$ cat src/rtl/shift_pkg.sv
// rtl/shift_pkg.sv - shared state encoding and default width for the iterative right shifter
package shift_pkg;

  localparam int DEFAULT_WIDTH = 32;

  typedef enum logic [1:0] {
    IDLE  = 2'd0,
    SHIFT = 2'd1,
    DONE  = 2'd2
  } state_t;

endpackage

$ cat src/rtl/shift_amt_clamp.sv
// rtl/shift_amt_clamp.sv - clamps a 32-bit shift amount to min(shamt, WIDTH) on CNTW bits
module shift_amt_clamp #(
  parameter int WIDTH = 32,
  parameter int CNTW  = 6
) (
  input  logic [31:0]     shamt,
  output logic [CNTW-1:0] cnt
);

  // Anything past WIDTH already empties the word, so WIDTH steps are enough.
  always_comb begin
    if (shamt >= 32'(WIDTH)) cnt = CNTW'(WIDTH);
    else                     cnt = shamt[CNTW-1:0];
  end

endmodule

$ cat src/rtl/shift_right_iter.sv
// rtl/shift_right_iter.sv - one-bit-per-cycle logical/arithmetic right shifter
module shift_right_iter
  import shift_pkg::*;
#(
  parameter int WIDTH = DEFAULT_WIDTH,
  parameter int CNTW  = 6
) (
  input  logic             clk,
  input  logic             rst_n,
  input  logic             start,
  input  logic             arith,
  input  logic [WIDTH-1:0] a,
  input  logic [31:0]      shamt,
  output logic             busy,
  output logic             done,
  output logic [WIDTH-1:0] result
);

  state_t           state;
  logic [WIDTH-1:0] work;
  logic [CNTW-1:0]  cnt;
  logic [CNTW-1:0]  cnt_init;
  logic             arith_q;

  shift_amt_clamp #(
    .WIDTH (WIDTH),
    .CNTW  (CNTW)
  ) u_clamp (
    .shamt (shamt),
    .cnt   (cnt_init)
  );

  assign busy = (state != IDLE);
  assign done = (state == DONE);

  always_ff @(posedge clk or negedge rst_n) begin
    if (!rst_n) begin
      state   <= IDLE;
      work    <= '0;
      cnt     <= '0;
      arith_q <= 1'b0;
      result  <= '0;
    end else begin
      case (state)
        IDLE: begin
          if (start) begin
            work    <= a;
            arith_q <= arith;
            cnt     <= cnt_init;
            state   <= SHIFT;
          end
        end
        SHIFT: begin
          if (cnt != '0) begin
            work <= {(arith_q & work[WIDTH-1]), work[WIDTH-1:1]};
            cnt  <= cnt - CNTW'(1);
          end else begin
            // result is loaded on entry to DONE so it is valid while done is high
            result <= work;
            state  <= DONE;
          end
        end
        DONE:    state <= IDLE;
        default: state <= IDLE;
      endcase
    end
  end

endmodule

$ cat config.mk
export PLATFORM = sky130hd
export DESIGN_NAME = shift_right_iter
export DESIGN_NICKNAME = d
export VERILOG_FILES = /design/src/rtl/shift_pkg.sv /design/src/rtl/shift_amt_clamp.sv /design/src/rtl/shift_right_iter.sv
export SDC_FILE = /design/constraint.sdc
export NUM_CORES = 1
export LEC_CHECK = 0
export ABC_AREA = 1
export CAP_MARGIN = 10
export CORE_ASPECT_RATIO = 1.75
export CORE_MARGIN = 2
export CORE_UTILIZATION = 35
export CTS_CLUSTER_SIZE = 40
export DETAILED_ROUTE_END_ITERATION = 10
export PLACE_DENSITY = 0.64
export SETUP_SLACK_MARGIN = 0.3
export SLEW_MARGIN = 20
export SYNTH_ARGS = -nofsm -noshare
export SYNTH_HDL_FRONTEND = slang
export SYNTH_SLANG_ARGS = --single-unit
$ cat constraint.sdc
create_clock -name clk -period 2.7 [get_ports clk]
set_clock_uncertainty 0.2 [all_clocks]
set_input_delay 0.675 -clock clk [delete_from_list [all_inputs] [get_ports clk]]
set_output_delay 0.675 -clock clk [all_outputs]
set_load 0.1 [all_outputs]
==> results by group, run 1 <==
Status
  – Status: complete, no violations

Timing
  – Final Max Slew Viols: 0
  – Peak Freq: roughly 500 MHz
  – Hold Slack: around 0.12 ns
  – Tightest Pin Transition: approximately 0.58 ns
  – Final setup viols: 0
  – Setup_tns: 0 ns
  – Fin worst setup slack: 0.669 ns
  – Slew HR: about three fifths
  – RSZ-0062 raised after global routing: no
  – Hold Fails Final Rpt: 0
  – Fin crit share: between 70% and 80%
  – Fin crit period: 2.03 ns

Setup path
  – CP endpoint kind: primary output
  – CP Launch Type: register
  – Crit path DAT: between 1 and 1.5 ns
  – Crit path largest cell delay: around 0.40 ns
  – WP buf/inv: 2
  – Worst path cell trace: nor2_1, inv_1, buf_4
  – Critical path type: register to primary output
  – Max FO, Critical Path: 3
  – Crit path required time: 1.82 ns
  – Cell family with the largest share of critical-path delay: flip-flops
  – Slowest CP cell: dfrtp_1

Routing
  – Via count: about 2,900
  – Final ANT Viol Nets: 0
  – Post-DR vias/cell: approximately 4.7
  – Average wire per standard cell: between 10 and 15 um
  – DRT Pass-1 Iters: 4
  – DRC errors left: 0
  – First-iteration detailed-routing DRC count: 96
  – Total Wirelength: about 8 mm

Pwr
  – Cell Pwr Density: between 400 and 500 nW/um^2
  – Max VDD drop: 329 uV
  – Leakage: about 2.3 nW

Final layout
  – # nets final: about 570
  – Area Overhead vs Synth: 36.4%
  – Filler Cells Inserted: 1,046
  – Fraction of layout cells with a size suffix above 1: a little under a quarter
  – Ant diodes: 0
  – Area of the multi-input gates: ~1400 sq um
  – Register area: 1830 sq um

GRT
  – Number of global-route vias before repair: 2,983
  – Largest net degree at the start of global routing: between 60 and 70
  – First-pass GRT wire length: about 14 mm
  – Antenna violations before repair: 0
  – Overflow after GRT: 0
  – All-Layer GR Usage: between 10% and 20%

Clock tree
  – Cts bufs inserted: 9
  – Hold-fix buffers at CTS: 0
  – CTS root buffer: clkbuf_16
  – Worst-path clk slew: ~0.060 ns
  – Clk_lat worst skew: 0.33 ns
  – Htree depth: 3
  – CTS tree: done
  – CTS sink cnt: 73
  – Clock Tree Buf Depth: 2

Die
  – Die area: between 10,000 and 15,000 sq um
  – Site Rows: between 40 and 50
  – Die X: around 81 um
  – Chip height: about 140 um
  – Initial Util: between 30% and 40%
  – I/O Pins: a little over 100
  – Core Area: roughly 10,000 sq um

Synthesis
  – Synth Register Bits: 73
  – Library cells used by synthesis: 28
  – Cell count after synthesis: 401
  – Sequential share of the synthesized area: between 50% and 60%
  – Mapped Area: about 3600 sq um
  – Avg Cell Area, Syn: 9.06 sq um
  – Synth warnings: 0
  – Syn Nets: approximately 470

Hold path
  – Worst Hold Class: input port to asynchronous set/reset pin

Placement
  – DPL Wire Length: roughly 5.7 mm
  – Pre-CTS setup slack: around 0.37 ns
  – Gp weighted congestion: just under 0.8
  – Port-buffer cells: approximately 100

Run
  – Max cap viols: 0
cell type report:
class | count | area share [%]
Clock buffer | 11 | 4.90
Clock inverter | 5 | 1.11
Inverter | 57 | 4.37
Multi-Input combinational cell | 249 | 29.2
Sequential cell | 73 | 36.9
Tap cell | 127 | 3.21
Timing Repair Buffer | 106 | 20.4
report_power, final:
| part | switching (W) | internal [W] | total (W) |
|---|---|---|---|
| Sequential | 0 | 0.00109 | 0.00109 |
| Clock | 0.000454 | 0.000737 | 0.00119 |
| Combinational | 0.0000476 | 0.0000916 | 0.000139 |
registers in the layout (all words and copies together), names as in the netlist:
| signal | flops |
|---|---|
| arith_q | 1 |
| cnt | 6 |
| result | 32 |
| state | 2 |
| work | 32 |
synth_stat cells, drive strengths merged:
library cell / number / area share, %
xnor2: 1 / 0.24
and2: 1 / 0.17
buf: 18 / 3.8
ha: 2 / 0.69
nand3: 5 / 0.83
a22oi: 1 / 0.21
inv: 57 / 5.9
mux2: 1 / 0.31
nand3b: 3 / 0.62
o21a: 1 / 0.21
nand2: 100 / 10
a31oi: 2 / 0.69
o21ai: 63 / 10
clkbuf: 4 / 0.52
o211ai: 30 / 10
a21oi: 6 / 0.83
or2: 1 / 0.17
dfrtp: 73 / 50
nor2: 32 / 3.5
metrics by stage:
| stage | util [%] | power (W) | cells | area [sq um] |
|---|---|---|---|---|
| global route | 48.7 | 0.00252 | 628 | 4960 |
| finish | 48.7 | 0.00242 | 628 | 4960 |
| floorplan | - | 0.00112 | 401 | 3640 |
| CTS | 48.7 | 0.00246 | 628 | 4950 |
| detailed placement | 45.8 | 0.00126 | 612 | 4660 |
| global placement | 45.8 | 0.00126 | 612 | 4660 |
worst reg2reg max path, delay by kind of cell (launching register included):
family,cells,cell delay [ns]
AO/OA/AOI/OAI,2,0.18
buffers and inverters,3,0.54
flip-flops,1,0.38
AND/OR/NAND/NOR,3,0.63
cell families (layout without fill, tap and decap cells):
family	after synthesis	count (layout)	share of synthesized area, %
DFF	73	73	50.3
AOI/OAI and AO/OA	103	103	22.6
xor gates and xnor gates	1	1	0.241
adders and majority gates	2	2	0.688
muxes	1	1	0.310
buffers and inverters	79	179	10.2
and+or+nand+nor	142	142	15.8
layer usage:
| metal | vias to the layer above | GRT usage [%] | part of all wire [%] |
|---|---|---|---|
| li1 | 1476 | - | - |
| met1 | 1362 | 18.0 | 41 |
| met2 | 87 | 26.7 | 52 |
| met3 | 8 | 4.04 | 5.0 |
| met4 | 0 | 6.87 | 1.8 |
| met5 | - | 0 | 0 |
timing repair:
item	CTS	global route
setup endpoints to repair	0	4
gates resized for setup	0	2
buffers inserted	0	0
path summary, 6_finish.rpt:
kind	start	slack [ns]	to	cells after the start
hold reg to reg	result[12]	0.29	result[12]	2
max in group asynchronous	rst_n	1.62	cnt[0]	2
hold / removal	rst_n	0.12	result[23]	1
setup reg to reg	state[1]	0.71	work[2]	8
setup / recovery	state[0]	0.67	busy	3
min in group clk	result[12]	0.29	result[12]	2
placed cells by master (no fill, tap or decap), types with 2 or more instances in the layout:
master,instances
ha_1,2
nor2_2,4
dfrtp_1,73
clkdlybuf4s50_1,66
inv_1,55
buf_4,36
clkbuf_16,9
nand3b_1,3
o211ai_2,30
nand2_1,98
clkinv_2,2
o21ai_1,45
nor2_1,28
clkinvlp_4,2
o21ai_2,16
buf_12,4
a21oi_1,6
o21ai_0,2
nand3_1,4
a31oi_2,2
(Power assumes the default switching activity.)
==> run 2, diff against run 1 <==
==> constraint.sdc (replaced) <==
create_clock -name clk -period 2 [get_ports clk]
set_clock_uncertainty 0.2 [all_clocks]
set_input_delay 0.5 -clock clk [delete_from_list [all_inputs] [get_ports clk]]
set_output_delay 0.5 -clock clk [all_outputs]
set_load 0.1 [all_outputs]
==> run 2 against run 1 <==
  * Sequential share of layout area down 5.2 points
  * Critical path depth unchanged
  * Final area up 17%
==> results by group, run 2 (same netlist as run 1, synthesis figures left out) <==
Clock tree
  – CTS sink cnt: 73 (unchanged)
  – Clock Tree Buf Depth: 2 (unchanged)
  – CTS root buffer: clkbuf_16
  – Cts bufs inserted: 9 (unchanged)
  – CTS tree: done
  – Worst-path clk slew: 0.05 ns (about the same)
  – Htree depth: 3 (unchanged)
  – Clk_lat worst skew: 0.33 ns (about the same)

Setup path
  – Max FO, Critical Path: 2 (-1)
  – Crit path largest cell delay: 0.41 ns (about the same)
  – CP endpoint kind: primary output
  – WP buf/inv: 2 (unchanged)
  – Critical R2R Launch: state[1]
  – CP Launch Type: register
  – Cell family with the largest share of critical-path delay: flip-flops
  – Worst path cell trace: inv_2, nor2_4, buf_12
  – Crit path DAT: 1.14 ns (-0.02 ns)
  – Slowest CP cell: dfrtp_1
  – Crit path required time: 1.30 ns (-0.52 ns)
  – Critical Path Start: state[1]
  – Critical path type: register to primary output

Pwr
  – Tot Pwr: 0.00315 W (+30%)
  – Leakage: 2.63 nW (+13%)
  – Internal Pwr Total: 0.00250 W (+30%)
  – Power share of the clock group: 47.0% (-2.1 points)
  – Switching Share: 20.5% (-0.20 points)
  – Sequential share of power: 46.9% (+1.8 points)
  – Cell Pwr Density: 544 nW/um^2 (+11%)
  – Net switching power: 0.000645 W (+29%)
  – Logic gate share of total power: 6.0% (+0.3 points)
  – Max VDD drop: 478 uV (+45%)

GRT
  – Overflow after GRT: 0 (unchanged)
  – Antenna violations before repair: 0 (unchanged)
  – Largest net degree at the start of global routing: 64 (-4.5%)
  – All-Layer GR Usage: 15.4% (-0.21 points)
  – Number of global-route vias before repair: 3,025 (+1.4%)
  – First-pass GRT wire length: 13.6 mm (-0.26%)

Die
  – Chip height: 139 um (unchanged)
  – I/O Pins: 102 (unchanged)
  – Site Rows: 49 (unchanged)
  – Die X: 81.0 um (unchanged)
  – Core Area: 10,200 sq um (unchanged)
  – Die area: 11,200 sq um (unchanged)
  – Initial Util: 35.7% (unchanged)

Timing
  – Fin worst setup slack: 0.158 ns (-0.512 ns)
  – Slew HR: 73.9% (+13 points)
  – Fin crit period: approximately 1.8 ns
  – Final Max Slew Viols: 0 (unchanged)
  – Setup_tns: 0 ns (unchanged)
  – Hold Fails Final Rpt: 0 (unchanged)
  – Tightest Pin Transition: 0.391 ns (-0.188 ns)
  – Fin crit share: 92.1%
  – Final setup viols: 0 (unchanged)
  – RSZ-0062 raised after global routing: yes
  – Peak Freq: roughly 540 MHz

Placement
  – DPL Wire Length: 5.88 mm (+3.8%)
  – Gp weighted congestion: 0.760 (-2.2%)
  – Pre-CTS setup slack: -0.123 ns (-0.494 ns)
  – Port-buffer cells: 101 (unchanged)

Routing
  – First-iteration detailed-routing DRC count: 136 (+42%)
  – DRT Pass-1 Iters: 4 (unchanged)
  – Average wire per standard cell: 14.7 um (+16%)
  – Post-DR vias/cell: 4.86 (+4.0%)
  – Via count: 3,173 (+8.2%)
  – Total Wirelength: 9.61 mm (+20%)
  – DRC errors left: 0 (unchanged)
  – Final ANT Viol Nets: 0 (unchanged)

Final layout
  – Ant diodes: 0 (unchanged)
  – Fraction of layout cells with a size suffix above 1: 28.3% (+5.6 points)
  – # nets final: 592 (+4.6%)
  – Most common cell after layout, fill and taps aside: nand2_1
  – Most frequent cells in the layout: nand2_1, dfrtp_1, clkdlybuf4s50_1
  – Area Overhead vs Synth: 59.1%
  – Filler Cells Inserted: 909 (-13%)
  – Top flop regs: result: 32 flops, work: 32 flops, cnt: 6 flops

Hold path
  – Worst Hold Class: register to register
  – Hold_sp: arith_q

Status
  – Status: complete, no violations

Run
  – Max cap viols: 0 (unchanged)
==> run 2: final timing paths <==
| check | to | slack [ns] | cells after the start |
|---|---|---|---|
| worst min register to register | arith_q | 0.33 | 1 |
| worst max-delay path | done | 0.16 | 3 |
| max in group asynchronous | state[0] | 0.63 | 3 |
| min in group asynchronous | result[16] | 0.44 | 2 |
| worst min-delay path | arith_q | 0.33 | 1 |
| worst max register to register | cnt[4] | 0.26 | 8 |
==> run 2: layout make-up <==
cell class | instances | area [sq um] | area share, %
Tap cell | 127 | 159 | 2.75
Clock buffer | 13 | 260 | 4.50
Inverter | 57 | 216 | 3.74
Sequential cell | 73 | 1830 | 31.6
Multi-Input combinational cell | 249 | 1520 | 26.3
Timing Repair Buffer | 132 | 1780 | 30.8
Clock inverter | 2 | 13.8 | 0.238
==> run 2: stage by stage <==
step | cell area [sq um] | instances | hold slack, ns | util (%)
floorplan | 3640 | 401 | 0.00441 | -
global placement | 5170 | 620 | 0.250 | 50.8
detailed placement | 5170 | 620 | 0.255 | 50.8
CTS | 5470 | 637 | 0.327 | 53.8
global route | 5780 | 653 | 0.338 | 56.8
finish | 5780 | 653 | 0.326 | 56.8
==> run 2: repair_timing <==
item	4_1_cts	5_1_grt
hold buffers	1	0
setup endpoints to repair	10	67
resized for setup	5	18
setup buffers	1	8
endpoints found under the hold margin	27	0
pin swaps	1	2
cloned	0	8
==> run 2: metal layers <==
metal	routed length, um	part of all wire (%)	vias up	global-route usage [%]
met5	0	0	-	0
met4	189	2.0	0	5.98
met3	425	4.4	11	4.62
met2	5300	55	89	26.9
met1	3700	38	1538	17.1
li1	-	-	1535	-
==> run 2: power groups by stage <==
stage,logic [W],clock network (W),registers (W)
4_1_cts,0.000194,0.00152,0.00148
2_1_floorplan,0.0000138,0,0.00150
3_3_place_gp,0.000191,0,0.00150
5_1_grt,0.000208,0.00158,0.00148
6_report,0.000190,0.00148,0.00148
3_5_place_dp,0.000192,0,0.00150
